==> config.mk <==
export PLATFORM = sky130hd
export DESIGN_NAME = data_mem_bridge
export DESIGN_NICKNAME = d
export VERILOG_FILES = /design/src/rtl/data_mem_bridge.sv
export SDC_FILE = /design/constraint.sdc
export NUM_CORES = 1
export LEC_CHECK = 0
export ABC_AREA = 1
export BUFFER_PORTS_ARGS = -buffer_cell sky130_fd_sc_hd__clkbuf_2
export CORE_ASPECT_RATIO = 1.4
export CORE_MARGIN = 3
export CORE_UTILIZATION = 50
export CTS_CLUSTER_SIZE = 24
export DETAILED_ROUTE_END_ITERATION = 6
export GPL_ROUTABILITY_DRIVEN = 0
export PLACE_DENSITY = 0.85
export SYNTH_ARGS = -nofsm -noshare
export SYNTH_HDL_FRONTEND = slang
export SYNTH_SLANG_ARGS = --single-unit
export TNS_END_PERCENT = 5
==> constraint.sdc <==
create_clock -name clk -period 3.4 [get_ports clk]
set_clock_uncertainty 0.1 [all_clocks]
set_input_delay 0.17 -clock clk [delete_from_list [all_inputs] [get_ports clk]]
set_output_delay 0.17 -clock clk [all_outputs]
set_load 0.05 [all_outputs]
==> src/rtl/data_mem_bridge.sv <==
// Bridge between the core data-memory port and a req/gnt/rvalid system bus.
// One bus transaction per access, core stalled until completion, watchdog abort and fault reporting.
module data_mem_bridge #(
    parameter int ADDR_W         = 32,
    parameter int DATA_W         = 32,
    parameter int TIMEOUT_CYCLES = 255
) (
    input  logic                clk,
    input  logic                rst_n,
    input  logic [ADDR_W-1:0]   i_core_addr,
    input  logic [DATA_W-1:0]   i_core_wdata,
    input  logic [DATA_W/8-1:0] i_core_be,
    input  logic                i_core_rd_en,
    input  logic                i_core_wr_en,
    output logic                o_core_ready,
    output logic [DATA_W-1:0]   o_core_rdata,
    output logic                o_bus_req,
    output logic                o_bus_we,
    output logic [ADDR_W-1:0]   o_bus_addr,
    output logic [DATA_W-1:0]   o_bus_wdata,
    output logic [DATA_W/8-1:0] o_bus_be,
    input  logic                i_bus_gnt,
    input  logic                i_bus_rvalid,
    input  logic [DATA_W-1:0]   i_bus_rdata,
    input  logic                i_bus_err,
    output logic                o_fault,
    output logic                o_fault_sticky
);

    localparam int CNT_W = $clog2(TIMEOUT_CYCLES + 1);

    typedef enum logic [1:0] {IDLE, REQ, WAIT_RSP, DONE} state_t;

    state_t              state_q, state_d;
    logic [ADDR_W-1:0]   addr_q;
    logic [DATA_W-1:0]   wdata_q;
    logic [DATA_W/8-1:0] be_q;
    logic                we_q;
    logic [CNT_W-1:0]    cnt_q;
    logic [DATA_W-1:0]   rdata_q;
    logic                fault_q;
    logic                sticky_q;

    logic                core_req;
    logic                timeout;
    logic                latch_en;
    logic                done_en;
    logic                done_fault;
    logic [DATA_W-1:0]   done_data;

    assign core_req = i_core_rd_en | i_core_wr_en;
    // Counter holds the number of cycles already spent in flight; this is the last allowed one.
    assign timeout  = (cnt_q == CNT_W'(TIMEOUT_CYCLES - 1));

    // NOTE: every signal written here gets a default first, so no path leaves it unassigned and no latch is inferred.
    always_comb begin
        state_d    = state_q;
        latch_en   = 1'b0;
        done_en    = 1'b0;
        done_fault = 1'b0;
        done_data  = '0;
        unique case (state_q)
            IDLE: begin
                if (core_req) begin
                    latch_en = 1'b1;
                    state_d  = REQ;
                end
            end
            REQ: begin
                if (i_bus_gnt && we_q) begin
                    done_en    = 1'b1;
                    done_fault = i_bus_err;
                    state_d    = DONE;
                end else if (i_bus_gnt && i_bus_rvalid) begin
                    done_en    = 1'b1;
                    done_fault = i_bus_err;
                    done_data  = i_bus_err ? '0 : i_bus_rdata;
                    state_d    = DONE;
                end else if (timeout) begin
                    done_en    = 1'b1;
                    done_fault = 1'b1;
                    state_d    = DONE;
                end else if (i_bus_gnt) begin
                    state_d = WAIT_RSP;
                end
            end
            WAIT_RSP: begin
                if (i_bus_rvalid) begin
                    done_en    = 1'b1;
                    done_fault = i_bus_err;
                    done_data  = i_bus_err ? '0 : i_bus_rdata;
                    state_d    = DONE;
                end else if (timeout) begin
                    done_en    = 1'b1;
                    done_fault = 1'b1;
                    state_d    = DONE;
                end
            end
            DONE: state_d = IDLE;
            default: state_d = IDLE;
        endcase
    end

    // NOTE: sequential state uses non-blocking assignments so all registers update from pre-edge values.
    always_ff @(posedge clk or negedge rst_n) begin
        if (!rst_n) begin
            state_q <= IDLE;
        end else begin
            state_q <= state_d;
        end
    end

    // NOTE: the latched request registers are reset too, so the bus outputs read 0 after reset.
    always_ff @(posedge clk or negedge rst_n) begin
        if (!rst_n) begin
            addr_q  <= '0;
            wdata_q <= '0;
            be_q    <= '0;
            we_q    <= 1'b0;
        end else if (latch_en) begin
            addr_q  <= {i_core_addr[ADDR_W-1:2], 2'b00};
            wdata_q <= i_core_wdata;
            be_q    <= i_core_be;
            we_q    <= i_core_wr_en;
        end
    end

    always_ff @(posedge clk or negedge rst_n) begin
        if (!rst_n) begin
            cnt_q <= '0;
        end else if (latch_en) begin
            cnt_q <= '0;
        end else if (state_q == REQ || state_q == WAIT_RSP) begin
            cnt_q <= cnt_q + CNT_W'(1);
        end
    end

    // Completion bookkeeping: stores and faults leave zero in the read-data register.
    always_ff @(posedge clk or negedge rst_n) begin
        if (!rst_n) begin
            rdata_q  <= '0;
            fault_q  <= 1'b0;
            sticky_q <= 1'b0;
        end else if (done_en) begin
            rdata_q  <= done_data;
            fault_q  <= done_fault;
            sticky_q <= sticky_q | done_fault;
        end
    end

    assign o_core_ready   = ((state_q == IDLE) && !core_req) || (state_q == DONE);
    assign o_core_rdata   = rdata_q;
    assign o_bus_req      = (state_q == REQ);
    assign o_bus_we       = we_q;
    assign o_bus_addr     = addr_q;
    assign o_bus_wdata    = wdata_q;
    assign o_bus_be       = be_q;
    assign o_fault        = (state_q == DONE) && fault_q;
    assign o_fault_sticky = sticky_q;

endmodule

==> flow_summary.json <==
{
  "wl_per_cell_um": 16.36,
  "power_leakage_nw": 4.024,
  "yosysWarnings": 0,
  "p_per_area_mw_per_mm2": 1118,
  "pin_count": 212,
  "grt_pass1_vias": 5056,
  "cts_buffer_depth": 2,
  "synth_area_mm2": 0.004619,
  "min_from": "i_bus_err",
  "ir_drop_mv": 0.8468,
  "die_y_um": 119.7,
  "synthArstFlopShare_pct": 100.0,
  "cts_max_level": 3,
  "drt_iter0_markers": 261,
  "rr_endpoint": "o_bus_be[3]",
  "crit_buf_inv": 2,
  "fill_cells": 501,
  "clk_latency_ns": 0.34,
  "crit_family": "buffers and inverters",
  "place_area_mm2": 0.005675,
  "antenna_found_initial": 0,
  "grt_pass1_wl_um": 24560,
  "clkSlewWorstSetupHoldPaths_ns": 0.07,
  "clock_tree.root_cell": "clkbuf_16",
  "worstPathCellList": "inv_1 > ha_1 > nand2_4 > inv_2 > nand2_1 > nand2_1",
  "r2r_slack_ns": 1.16,
  "rows": 40,
  "end_kind": "flop",
  "avgSynthCellArea_um2": 8.699,
  "ys_seq_area_share_pct": 60.13,
  "max_freq_mhz": 446.1,
  "grt_setup_unrepaired": "false",
  "final-hold-violation-count": 0,
  "die_area_mm2": 0.01044,
  "worst-setup-path-type": "flop to flop",
  "nets": 939,
  "dieWidth_um": 87.24,
  "cp_max_fo": 69,
  "holdPathEnd": "o_fault_sticky",
  "grt_max_degree": 91,
  "cts_inserted_buffers": 9,
  "port_buffers": 207,
  "min_period_ns": 2.241,
  "groute.usage.overall_pct": 29.90,
  "dp_hpwl_um": 8232,
  "max_stage_delay_ns": 0.78,
  "cts_resized": 0,
  "core_area_mm2": 0.008808,
  "ant_nets": 0,
  "final_area_mm2": 0.006977,
  "slew_headroom_pct": 24.74,
  "worst_path_most_repeated_cell": "nand2_1",
  "dr.pass1.iters": 5,
  "overflow": 0,
  "min_path_cells": 6,
  "vias": 4956,
  "ys.flop_type": "dfrtp_1",
  "startpoint_type": "flop",
  "start_util_pct": 52.44,
  "synthTopCellsByCount": "nand2_1, dfrtp_1, nand4_1",
  "yosysMostFrequentCell": "nand2_1",
  "cap_violations": 0,
  "wl_um": 15350,
  "min_path_type": "input pin to flop",
  "syn_to_final_growth_pct": 51.03,
  "synth.largest_area_cell": "dfrtp_1",
  "synth_top_cell_area_share_pct": 60.13,
  "synth_edf_count": 0,
  "yosysUniqueCellTypes": 27,
  "worstPathArrival_ns": 2.41,
  "syn_inst": 531,
  "setup_tns_ns": 0,
  "cts_sinks": 111,
  "synthTopCellsByArea": "dfrtp_1, nand2_1, nand4_1",
  "cp_data_required_time_ns": 3.57,
  "worstMarginPinSlew_ns": 1.129,
  "drv_slew": 0,
  "cp-startpoint": "state_q[0]",
  "vias_per_cell": 5.284,
  "status": "finished, final reports clean",
  "finalSetupViolCount": 0,
  "slowest_stage": "inv_2",
  "drive_above_1_share_pct": 29.00,
  "r2r_cells": 6,
  "drc": 0,
  "cp_num_cells": 6,
  "cts_tree": "built",
  "r2r_start": "state_q[0]",
  "synth_seq_cells": 111,
  "fin_crit_sh_pct": 65.92
}
[flip-flops by register name, indices dropped and copies added, names as in the netlist]
| signal | count |
|---|---|
| o_bus_addr | 30 |
| o_core_rdata | 32 |
| o_bus_wdata | 32 |
| o_bus_we | 1 |
| o_fault_sticky | 1 |
| state_q | 2 |
| cnt_q | 8 |
| fault_q | 1 |
| o_bus_be | 4 |
[area by class of cell]
class	count	area (um2)	share of cell area, %
clock inverter	3	25.02	0.3587
multi-input combinational	371	1612	23.10
sequential	111	2778	39.81
inverter	21	78.83	1.130
tap	105	131.4	1.883
timing repair buffer	312	2077	29.77
clock buffer	13	270.3	3.874
antenna	2	5.005	0.07174
[worst max path at each step]
stage / endpoint / slack (ns)
after CTS: cnt_q[7] / 1.29
after global placement: o_bus_wdata[25] / 1.38
after floorplan: o_core_rdata[10] / 1.53
final: o_bus_be[3] / 1.16
after detailed placement: cnt_q[7] / 1.29
after global routing: o_bus_be[3] / 1.02
[stage by stage]
step	setup WS, ns	power, W	std cells	hold WS, ns	utilization (%)
6_report	1.159	0.007800	938	0.2038	79.20
3_3_place_gp	1.382	0.006400	820	0.2637	64.43
5_1_grt	1.016	0.008200	936	0.2957	79.15
4_1_cts	1.290	0.007662	936	0.2010	79.15
2_1_floorplan	1.532	0.005538	532	-0.2256	-
3_5_place_dp	1.288	0.006529	820	0.2666	64.43
[layout by cell type (no fill, tap or decap), types with 2 or more instances in the layout]
master / n
a21oi_1: 5
buf_4: 6
clkbuf_16: 9
clkbuf_2: 206
clkbuf_8: 3
conb_1: 2
dfrtp_1: 111
diode_2: 2
dlygate4sd3_1: 100
ha_1: 6
inv_1: 20
nand2_1: 288
nand2_2: 8
nand2_4: 2
nand3_1: 4
nand4_1: 33
nor2_1: 7
nor2_2: 2
o21ai_0: 6
o21bai_1: 2
[power by group]
group / total, W / internal (W) / switching [W]
combinational: 0.00444 / 0.000931 / 0.00351
clock: 0.00104 / 0.000562 / 0.000474
sequential: 0.00233 / 0.00193 / 0.000397
[tightest hold or removal path, cell delays in order]
cell and delay [ns]:
clkbuf_2 0.10, o21bai_1 0.10, nand3_1 0.07, nand2_1 0.06, nand2_1 0.06, nand2_1 0.05
[repair_timing]
item | 4_1_cts | 5_1_grt
endpoints found under the hold margin | 187 | 0
buffers inserted | 0 | 0
hold buffers | 100 | 0
[metal layers]
layer | vias to the layer above | part of all wire [%] | GRT usage [%]
met4 | 0 | 3.6 | 14.30
met2 | 314 | 51 | 51.52
met5 | - | 0 | 0
met3 | 53 | 9.2 | 6.662
met1 | 2347 | 36 | 34.59
li1 | 2242 | - | -
[kinds of logic (layout without fill, tap and decap cells)]
family	Yosys count	in the layout	synth area share, %
AND/OR/NAND/NOR	348	348	31.23
flip-flops	111	111	60.13
adder cells (fa/ha/maj)	6	6	1.625
other	1	4	0.08118
buffers and inverters	50	349	5.119
AO/OA/AOI/OAI	15	15	1.815
Power figures use the tool's default switching activity.
